## config.mk

```make
export PLATFORM = sky130hd
export DESIGN_NAME = des_sbox_sequencer_flat
export DESIGN_NICKNAME = d
export VERILOG_FILES = /design/src/rtl/des_sbox_sequencer_if.sv /design/src/rtl/des_sbox_sequencer.sv /design/src/flat_wrapper.sv
export SDC_FILE = /design/constraint.sdc
export NUM_CORES = 1
export LEC_CHECK = 0
export ABC_AREA = 1
export BUFFER_PORTS_ARGS = -buffer_cell sky130_fd_sc_hd__buf_2
export CORE_MARGIN = 3
export CORE_UTILIZATION = 35
export DETAILED_ROUTE_END_ITERATION = 8
export PLACE_DENSITY = 0.69
export SLEW_MARGIN = 0
export SYNTH_ARGS = -nofsm -noshare
export SYNTH_HDL_FRONTEND = slang
export SYNTH_SLANG_ARGS = --single-unit
```

## constraint.sdc

```tcl
create_clock -name clk -period 2.3 [get_ports clk]
set_input_delay 0.345 -clock clk [delete_from_list [all_inputs] [get_ports clk]]
set_output_delay 0.345 -clock clk [all_outputs]
set_load 0.03 [all_outputs]
```

## src/rtl/des_sbox_sequencer_if.sv

```systemverilog
// Handshake and S-box lookup bundle for the serialised DES S-layer sequencer.
// The slave modport is the sequencer's view; master is the producer/consumer/ROM side.
interface des_sbox_sequencer_if;
  logic        in_valid;
  logic        in_ready;
  logic [47:0] in_data;
  logic        sbox_en;
  logic [2:0]  sbox_sel;
  logic [5:0]  sbox_addr;
  logic [3:0]  sbox_dout;
  logic        out_valid;
  logic        out_ready;
  logic [31:0] out_data;
  logic        busy;

  modport slave (
    input  in_valid, in_data, sbox_dout, out_ready,
    output in_ready, sbox_en, sbox_sel, sbox_addr, out_valid, out_data, busy
  );

  modport master (
    output in_valid, in_data, sbox_dout, out_ready,
    input  in_ready, sbox_en, sbox_sel, sbox_addr, out_valid, out_data, busy
  );
endinterface

```

## src/rtl/des_sbox_sequencer.sv

```systemverilog
// Serialised DES S-layer: walks one shared S-box port through S1..S8 for a 48-bit word
// and returns the gathered 32-bit result over a valid/ready handshake.
module des_sbox_sequencer #(
  parameter int SBOX_REG = 0
) (
  input logic                 clk,
  input logic                 rst,
  des_sbox_sequencer_if.slave bus
);
  typedef enum logic [1:0] {IDLE, ISSUE, DRAIN, DONE} state_t;

  state_t      state_reg, state_next;
  logic [2:0]  idx_reg;
  logic [47:0] word_reg;
  logic [3:0]  res_reg [8];

  logic [5:0]  chunk [8];
  logic [31:0] out_word;
  logic        in_ready;
  logic        accept;
  logic        cap_en;
  logic [2:0]  cap_slot;

  logic        sbox_en;
  logic [2:0]  sbox_sel;
  logic [5:0]  sbox_addr;
  logic        out_valid;
  logic        busy;

  // chunk k feeds S-box k+1; its 4-bit result lands in nibble k counted from the MSB
  for (genvar gi = 0; gi < 8; gi++) begin : g_slice
    assign chunk[gi]               = word_reg[47-6*gi -: 6];
    assign out_word[31-4*gi -: 4]  = res_reg[gi];
  end

  assign in_ready = (state_reg == IDLE) || ((state_reg == DONE) && bus.out_ready);
  assign accept   = bus.in_valid && in_ready;

  // A registered ROM answers one cycle late, so each capture targets the previous slot
  if (SBOX_REG != 0) begin : g_cap_reg
    assign cap_en   = ((state_reg == ISSUE) && (idx_reg != 3'd0)) || (state_reg == DRAIN);
    assign cap_slot = (state_reg == DRAIN) ? 3'd7 : idx_reg - 3'd1;
  end else begin : g_cap_comb
    assign cap_en   = (state_reg == ISSUE);
    assign cap_slot = idx_reg;
  end

  always_ff @(posedge clk) begin
    if (rst) begin
      state_reg <= IDLE;
    end else begin
      state_reg <= state_next;
    end
  end

  always_comb begin
    state_next = state_reg;
    case (state_reg)
      IDLE:    if (accept) state_next = ISSUE;
      ISSUE:   if (idx_reg == 3'd7) state_next = (SBOX_REG != 0) ? DRAIN : DONE;
      DRAIN:   state_next = DONE;
      DONE:    if (bus.out_ready) state_next = accept ? ISSUE : IDLE;
      default: state_next = IDLE;
    endcase
  end

  always_comb begin
    sbox_en   = 1'b0;
    sbox_sel  = 3'd0;
    sbox_addr = 6'd0;
    out_valid = (state_reg == DONE);
    busy      = (state_reg != IDLE);
    if (state_reg == ISSUE) begin
      sbox_en   = 1'b1;
      sbox_sel  = idx_reg;
      sbox_addr = chunk[idx_reg];
    end
  end

  always_ff @(posedge clk) begin
    if (rst) begin
      idx_reg  <= 3'd0;
      word_reg <= 48'd0;
      for (int i = 0; i < 8; i++) res_reg[i] <= 4'd0;
    end else if (accept) begin
      idx_reg  <= 3'd0;
      word_reg <= bus.in_data;
      for (int i = 0; i < 8; i++) res_reg[i] <= 4'd0;
    end else begin
      if (state_reg == ISSUE) idx_reg <= idx_reg + 3'd1;
      if (cap_en) res_reg[cap_slot] <= bus.sbox_dout;
    end
  end

  assign bus.in_ready  = in_ready;
  assign bus.sbox_en   = sbox_en;
  assign bus.sbox_sel  = sbox_sel;
  assign bus.sbox_addr = sbox_addr;
  assign bus.out_valid = out_valid;
  assign bus.out_data  = out_word;
  assign bus.busy      = busy;
endmodule
```

## src/flat_wrapper.sv

```systemverilog
// flat-port wrapper written by rule: the top's interface ports become plain ports
module des_sbox_sequencer_flat 
#(
  parameter int SBOX_REG = 0
)
  (clk, rst, bus_in_valid, bus_in_data, bus_sbox_dout, bus_out_ready, bus_in_ready, bus_sbox_en, bus_sbox_sel, bus_sbox_addr, bus_out_valid, bus_out_data, bus_busy);
  des_sbox_sequencer_if bus_i ();
  input logic clk;
  input logic rst;
  input wire logic [$bits(bus_i.in_valid)-1:0] bus_in_valid;
  input wire logic [$bits(bus_i.in_data)-1:0] bus_in_data;
  input wire logic [$bits(bus_i.sbox_dout)-1:0] bus_sbox_dout;
  input wire logic [$bits(bus_i.out_ready)-1:0] bus_out_ready;
  output wire logic [$bits(bus_i.in_ready)-1:0] bus_in_ready;
  output wire logic [$bits(bus_i.sbox_en)-1:0] bus_sbox_en;
  output wire logic [$bits(bus_i.sbox_sel)-1:0] bus_sbox_sel;
  output wire logic [$bits(bus_i.sbox_addr)-1:0] bus_sbox_addr;
  output wire logic [$bits(bus_i.out_valid)-1:0] bus_out_valid;
  output wire logic [$bits(bus_i.out_data)-1:0] bus_out_data;
  output wire logic [$bits(bus_i.busy)-1:0] bus_busy;
  assign bus_i.in_valid = bus_in_valid;
  assign bus_i.in_data = bus_in_data;
  assign bus_i.sbox_dout = bus_sbox_dout;
  assign bus_i.out_ready = bus_out_ready;
  assign bus_in_ready = bus_i.in_ready;
  assign bus_sbox_en = bus_i.sbox_en;
  assign bus_sbox_sel = bus_i.sbox_sel;
  assign bus_sbox_addr = bus_i.sbox_addr;
  assign bus_out_valid = bus_i.out_valid;
  assign bus_out_data = bus_i.out_data;
  assign bus_busy = bus_i.busy;
  des_sbox_sequencer #(.SBOX_REG(SBOX_REG)) u_core (.clk(clk), .rst(rst), .bus(bus_i));
endmodule
```

Yosys cells after proc, flatten, opt, wreduce, memory -nomap -nowiden
Memories as Yosys holds them, arrays and structs flattened.
Index checks and enable logic that the tools add are counted.
{"block": "word_totals", "ff_bits": 53, "ram_bits": 32, "inputBits": 56, "memories": 1}
{"memory": "u_core.res_reg", "depth": 8, "word_bits": 4, "read_ports": 8, "rd_clocked_by_memory_dff": 0, "write_ports": 8, "line": "des_sbox_sequencer.sv:15", "source": "logic [3:0] res_reg [8];"}
{"block": "op_classes", "n_addsub": 1, "order_cmp": 1, "eq_ne": 7, "muxes": 30, "bitwise_logic": 9, "reduce_logical": 8}
{"op": "4-bit two-way mux", "count": 9}
{"op": "6-bit binary-select mux with 3-bit select", "count": 1}
{"op": "6-bit two-way mux", "count": 3}
{"op": "1-bit two-way mux", "count": 11}
{"op": "1-bit bitwise OR", "count": 8}
{"op": "2-bit case mux with 4 select lines", "count": 1}
{"op": "2-bit two-way mux", "count": 3}
{"op": "3-bit two-way mux", "count": 2}
{"op": "2-bit equality test, second input constant", "count": 2}
{"op": "4-bit greater-or-equal comparator, second input constant", "count": 1}
{"op": "2-bit inequality test, second input constant", "count": 2}
{"op": "3-bit NOT with 4-bit output", "count": 1}
{"op": "4-bit OR reduction", "count": 1}
{"op": "3-bit by 1-bit adder with 3-bit output, second input constant", "count": 1}
{"op": "3-bit equality test, second input constant", "count": 1}
{"op": "3-bit AND reduction", "count": 1}
{"op": "2-bit by 1-bit equality test with 1-bit output, second input constant", "count": 1}
{"op": "1-bit logical AND", "count": 2}
{"op": "2-bit logical NOT", "count": 1}
{"op": "2-bit by 1-bit inequality test with 1-bit output, second input constant", "count": 1}
{"op": "2-bit nonzero test", "count": 1}
{"op": "2-bit OR reduction", "count": 1}
{"op": "1-bit logical OR", "count": 1}

Longest topological paths before layout
Gate-level depths: netlist (run 1).
{"block": "depth", "depth_word": 9, "ltp_mapped": 10, "ltp_nobuf": 8}

Worst setup path after synthesis (run 1)
Ideal clock, no wire load.
{"block": "synth_path", "path_kind": "register to register", "startpoint": "register u_core.state_reg[0]", "endpoint": "memory u_core.res_reg[3][0] (enable)", "setup_time_ns": 0.309, "arrival_ns": 1.662, "path_slack_ns": 0.330, "stages_incl_launch_ff": 9, "n_path_buf": 1, "period_less_slack_ns": 1.970, "path_cell_list": "dfxtp_1 -> ha_1 -> inv_2 -> o21ai_4 -> nand2_4 -> buf_2 -> nand2_2 -> inv_1 -> nand2_1"}
{"item": "start, declared", "line": "des_sbox_sequencer.sv:12", "source": "state_t state_reg, state_next;"}
{"item": "start signal, assigned", "line": "des_sbox_sequencer.sv:52", "source": "state_reg <= state_next;"}
{"item": "end, declared", "line": "des_sbox_sequencer.sv:15"}

Worst setup path after layout (run 1)
{"block": "layout_path", "startpoint": "register u_core.idx_reg[2] (netlist: u_core.cap_slot[2])", "endpoint": "output bus_sbox_addr[0]"}
{"block": "layout_via", "elab_chain_len": 5}
{"item": "start, declared", "line": "des_sbox_sequencer.sv:13", "source": "logic [2:0] idx_reg;"}
{"item": "start signal, assigned", "line": "des_sbox_sequencer.sv:90", "source": "if (state_reg == ISSUE) idx_reg <= idx_reg + 3'd1;"}
{"item": "3-bit NOT with 4-bit output (implied by the code)", "line": "des_sbox_sequencer.sv:76", "source": "sbox_addr = chunk[idx_reg];"}
{"item": "6-bit binary-select mux with 3-bit select", "line": "des_sbox_sequencer.sv:76"}
{"item": "6-bit two-way mux (implied by the code) (2 in series)", "line": "des_sbox_sequencer.sv:76"}
{"item": "6-bit two-way mux", "line": "des_sbox_sequencer.sv:73", "source": "if (state_reg == ISSUE) begin"}
{"item": "end, declared", "line": "flat_wrapper.sv:17", "source": "output wire logic [$bits(bus_i.sbox_addr)-1:0] bus_sbox_addr;"}
No other way between the ends. The select of a mux whose other input is x is not followed.

==> flow_summary_export.csv, run 1 <==
group,metric,value,unit
status,status,"complete, no violations",
grt,grt_pass1_vias,3123,
setup_path,cpPeakStageDelay,380,ps
cts,cts_max_level,3,
min_path,hp-class,"input port to flop",
grt,grt_antenna_before_repair,0,
final_layout,drive_gt1_share,23.7,%
pwr,ir_drop,0.442,mV
min_path,whs_endpoint,"u_core.chunk[16]",
setup_path,crit_fanout,14,
die,io_pins,101,
cts,numCtsBuffers,9,
timing,worst_pin_slew,378,ps
die,coreArea,10400,sq um
setup_path,r2r_slack,520,ps
pwr,power_frac_seq,42.8,%
final_layout,layout.core_utilization,43.8,%
timing,fin_tns_setup,0,ps
pwr,power.leakage,0.00215,uW
final_layout,nNetsFinal,623,
routing,wl_met1,3.95,mm
routing,met3WireLength,700,um
cts,cts_tree,"built",
cts,numClockSinks,85,
pwr,p_sw_share,39.7,%
setup_path,worstPathCellList,"buf_4 -> nor2_4 -> nand3_1 -> nand2_1 -> nor2_1 -> a21oi_1 -> buf_2",
routing,drtIter0Drc,244,
place,gp_congestion,0.813,
logic_synthesis,syn-num-nets,531,
timing,period_share,93.9,%
die,initial_core_util,36.1,%
place,dp_cells,685,
routing,first_pass_iters,4,
setup_path,slowest_stage,"dfxtp_1",
logic_synthesis,synth_cell_type_count,22,
routing,drt-wirelength-per-cell,12.8,um
final_layout,largest_reg_flops,48,
die,die_height,109,um
logic_synthesis,synth_top_area_cell,"dfxtp_1",
setup_path,start_kind,"flop",
place,post-place-ws,465,ps
timing,max-slew-margin-rel,74.8,%
logic_synthesis,synth_top_area_share,28.3,%
cts,clk_latency,350,ps
setup_path,cp_data_arrival_time,1810,ps
timing,finalCriticalPeriod,2160,ps
routing,routed_wl,9.00,mm
die,dieWidth,109,um
setup_path,cp.required,1960,ps
setup_path,rr_startpoint,"u_core.state_reg[0]",
routing,vias_per_cell,4.73,
logic_synthesis,synth_area_leaders,"dfxtp_1, edfxtp_1, nor2_1, nand2_1, o21ai_0",
final_layout,instances_no_fill,703,
die,die_area,12000,sq um
pwr,p_per_area,1090,nW/um^2
logic_synthesis,yosys_warnings,0,
cts,clockBufferDepth,2,
routing,routed.top_layer,"met4",
timing,drv_slew,0,
routing,vias,3326,
place,numPortBuffers,100,
grt,grt_usage,15.8,%
timing,setup_violations,0,
logic_synthesis,syn_inst,469,
timing,setup_ws,141,ps
run,cap_violations,0,
final_layout,area_delta_synth_final,21.3,%
place,post-dp-hpwl,6.84,mm
grt,grt_overflow_total,0,
cts,clk_pin_slew_worst_paths,80,ps
timing,hold_viol,0,
setup_path,endpoint_kind,"primary output",
pwr,internal-power,2980,uW
routing,drcViolationCount,0,
grt,grt_start_max_net_pins,40,
min_path,hold_depth,3,
cts,root_buffer,"clkbuf_8",
cts,cts.hold.buffers_added,0,
pwr,p_clk_share,20.6,%
timing,rsz0062_at_grt,"false",
routing,wl_met2,4.23,mm
logic_synthesis,ys_seq_area_share,54.0,%
routing,route.antenna.remaining_nets,0,
pwr,switchingPower,1960,uW
min_path,holdCritStartpoint,"bus_in_data[16]",
grt,grt_pass1_wl,14.7,mm
pwr,combinationalPowerShare,36.6,%
final_layout,fill_cells,1072,
setup_path,ff2ff_path_depth,9,
setup_path,crit_type,"flop to primary output",
die,rows,37,
logic_synthesis,syn-cell-area,3740,sq um
setup_path,timing.rr.end,"u_core.chunk[40]",
timing,fin_skew,6.98,ps
logic_synthesis,avgSynthCellArea,7.98,sq um
logic_synthesis,synth_seq_cells,85,
timing,fmax,0.463,GHz
synth_stat cells:
cell	n
nor3_1	1
nand2_2	1
inv_1	15
clkinv_2	1
edfxtp_1	32
nand4_1	23
nand3_1	11
buf_1	1
nor2_1	143
o21ai_0	49
dfxtp_1	53
a21oi_1	9
ha_1	6
o21ai_4	1
clkbuf_1	9
nand2_4	1
nor2_4	2
buf_4	1
nand2_1	88
buf_6	3
inv_2	5
buf_2	14
metrics by stage:
stage	area [sq um]	power (uW)	hold WS, ps
final	4540	4950	238
after CTS	4530	5000	219
after global routing	4540	5330	239
after global placement	4340	3930	468
after detailed placement	4340	3980	478
after floorplan	3740	3500	454
worst max-delay path by stage:
stage,startpoint,to,slack [ps],cells after the start
4_1_cts,u_core.cap_slot[1],bus_sbox_addr[5],60,6
3_3_place_gp,u_core.cap_slot[2],bus_sbox_addr[5],450,7
3_5_place_dp,u_core.cap_slot[1],bus_sbox_addr[5],460,6
2_1_floorplan,u_core.state_reg[0],u_core.res_reg[3][0],330,8
6_report,u_core.cap_slot[2],bus_sbox_addr[0],140,7
5_1_grt,u_core.cap_slot[0],bus_sbox_addr[3],3,8
power by group through the flow:
stage          sequential (uW)  clock, uW  combinational [uW]
6_report                  2120       1020                1810
5_1_grt                   2160       1120                2050
4_1_cts                   2120       1040                1830
3_5_place_dp              2150          0                1830
3_3_place_gp              2140          0                1790
2_1_floorplan             2310          0                1190
cells in the final DEF (no fill, tap or decap), types with 2 or more instances in the layout:
master / n
a21oi_1: 9
buf_2: 100
buf_4: 8
clkbuf_8: 9
clkinv_1: 3
clkinv_2: 2
clkinv_4: 2
dfxtp_1: 52
edfxtp_1: 32
ha_1: 6
inv_1: 15
inv_2: 4
nand2_1: 88
nand3_1: 11
nand4_1: 23
nor2_1: 143
nor2_4: 2
o21ai_0: 49
logic make-up after synthesis:
family,share of synthesized area [%]
AO/OA/AOI/OAI,8.19
adder cells (fa/ha/maj),2.01
buffers and inverters,6.12
flip-flops,54.0
AND/OR/NAND/NOR,29.7
layer usage:
| metal | track usage (%) | up-vias |
|---|---|---|
| li1 | - | 1713 |
| met1 | 20.2 | 1492 |
| met2 | 25.6 | 108 |
| met3 | 4.11 | 13 |
| met4 | 6.06 | 0 |
| met5 | 0 | - |
what timing repair did:
action,CTS,global route
buffers inserted,0,1
resized for setup,0,2
endpoints found under the setup margin,0,6
worst max-delay path: cells and delay by family (launching register included):
family | cells | cell delay [ps]
compound gates | 1 | 150
buf+inv | 2 | 440
flops | 1 | 380
simple gates | 4 | 470
cell type report:
class                   count  area [sq um]  share of cell area (%)
repair buffers            109           581                    12.8
clock inverters             7          66.3                    1.46
well taps                 136           170                    3.75
clock buffers               9           124                    2.73
flip-flops and latches     85          2020                    44.6
inverters                  21          81.3                    1.79
multi-input cells         335          1490                    32.9
diodes                      1          2.50                  0.0551
(Power assumes the default switching activity.)
==> run 2, diff against run 1 <==
--- a/config.mk
+++ b/config.mk
@@ -11,4 +11,5 @@
 export CORE_UTILIZATION = 35
 export DETAILED_ROUTE_END_ITERATION = 8
+export GPL_ROUTABILITY_DRIVEN = 0
 export PLACE_DENSITY = 0.69
 export SLEW_MARGIN = 0
==> constraint.sdc (replaced) <==
create_clock -name clk -period 2.3 [get_ports clk]
set_input_delay 0.345 -clock clk [delete_from_list [all_inputs] [get_ports clk]]
set_output_delay 0.345 -clock clk [all_outputs]
set_load 0.01 [all_outputs]
==> run 2 against run 1 <==
Net effect: worst hold slack better by 7.7 ps; largest cell class unchanged; via count decreased by 0.39%; cell count decreased by 0.28%; combinational power shrank 15%; count of clock-buffer cells in the layout increased by 4; fmax increased by 3.4%; core utilization grew 0.12 points.
==> flow_summary_export.csv, run 2 (synthesis results as in run 1) <==
group,metric,value,unit
status,status,"complete, no violations",
min_path,holdCritStartpoint,"bus_in_data[4]",
grt,grt_pass1_vias,3114,
timing,rsz0062_at_grt,"false",
grt,grt_start_max_net_pins,46,
cts,clk_pin_slew_worst_paths,80,ps
routing,drcViolationCount,0,
timing,max-slew-margin-rel,69.1,%
place,post-dp-hpwl,6.77,mm
cts,cts_max_level,3,
grt,grt_overflow_total,0,
routing,drtIter0Drc,240,
timing,drv_slew,0,
setup_path,r2r_slack,340,ps
pwr,p_per_area,1050,nW/um^2
routing,routed_wl,9.06,mm
setup_path,crit_type,"flop to primary output",
setup_path,start_kind,"flop",
cts,postCtsSetupRepairBufs,0,
die,die_height,109,um
pwr,power,4790,uW
die,rows,37,
final_layout,area_delta_synth_final,21.6,%
cts,cts_tree,"built",
setup_path,endpoint_kind,"primary output",
setup_path,ff2ff_path_depth,8,
run,cap_violations,0,
grt,grt_usage,15.5,%
cts,numClockSinks,85,
cts,clk_latency,350,ps
final_layout,antenna_cells,0,
pwr,ir_drop,0.444,mV
timing,fin_skew,9.50,ps
timing,finalCriticalPeriod,2090,ps
min_path,hp-class,"input port to flop",
final_layout,largest_reg_flops,48,
die,coreArea,10400,sq um
routing,vias,3313,
cts,cts.hold.buffers_added,0,
cts,clockBufferDepth,2,
routing,route.antenna.remaining_nets,0,
setup_path,rr_startpoint,"u_core.state_reg[0]",
final_layout,layout_commonest_cell,"nor2_1",
cts,root_buffer,"clkbuf_8",
routing,drt-wirelength-per-cell,12.9,um
die,initial_core_util,36.1,%
place,post-place-ws,384,ps
die,io_pins,101,
setup_path,crit_fanout,25,
place,numPortBuffers,100,
grt,grt_antenna_before_repair,0,
cts,numCtsBuffers,9,
pwr,power.leakage,0.00217,uW
final_layout,mostFrequentLayoutCells,"nor2_1, buf_2, nand2_1",
timing,fmax,0.479,GHz
timing,fin_hold_ws,246,ps
routing,vias_per_cell,4.73,
setup_path,cp_data_arrival_time,1740,ps
timing,setup_ws,212,ps
routing,first_pass_iters,4,
grt,grt_pass1_wl,14.5,mm
die,dieWidth,109,um
min_path,hold_depth,3,
timing,fin_tns_setup,0,ps
timing,hold_viol,0,
min_path,whs_endpoint,"u_core.chunk[4]",
final_layout,layout.core_utilization,43.9,%
final_layout,nNetsFinal,622,
setup_path,cp.required,1960,ps
cts,post_cts_resize_count,0,
final_layout,drive_gt1_share,23.9,%
timing,setup_violations,0,
setup_path,timing.rr.end,"u_core.res_reg[4][0]",
timing,worst_pin_slew,462,ps
timing,period_share,90.8,%
die,die_area,12000,sq um
## run 2: how the worst max path moves through the flow
stage	startpoint	slack, ps	endpoint
floorplan	u_core.state_reg[0]	610	u_core.res_reg[3][0]
global placement	u_core.state_reg[0]	460	u_core.res_reg[4][0]
detailed placement	u_core.state_reg[0]	380	u_core.res_reg[4][2]
CTS	u_core.cap_slot[0]	70	bus_sbox_addr[3]
global route	u_core.cap_slot[0]	100	bus_sbox_addr[3]
finish	u_core.cap_slot[0]	210	bus_sbox_addr[2]
## run 2: area by class of cell
| class | instances | area, sq um |
|---|---|---|
| inverter | 21 | 82.6 |
| clock buffer | 13 | 180 |
| clock inverter | 3 | 40.0 |
| sequential | 85 | 2020 |
| fill | 1046 | 5820 |
| timing repair buffer | 108 | 564 |
| multi-input combinational | 335 | 1490 |
| tap | 136 | 170 |
## run 2: routing by layer
metal	track usage (%)	share of wire [%]
met1	20.7	44
met2	25.2	47
met3	2.70	7.3
met4	5.79	1.2
met5	0	0
## run 2: through the flow
step                      instances  instance area, sq um
after global placement          685                  4330
after global routing            701                  4550
after CTS                       701                  4550
after floorplan                 469                  3740
final                           701                  4550
after detailed placement        685                  4330
## run 2: worst max-delay path, cell delays in order, from the launching register on
cell and delay, ps:
dfxtp_2 420, buf_6 240, nand2_1 80, nand2_1 70, nand2_1 50, nand2_1 80, nand2_1 50, a21oi_1 220
buf_2 170
## run 2: power breakdown
part | total (uW) | internal, uW | switching (uW)
Clock | 1120 | 624 | 500
Sequential | 2130 | 1950 | 186
Combinational | 1530 | 525 | 1000
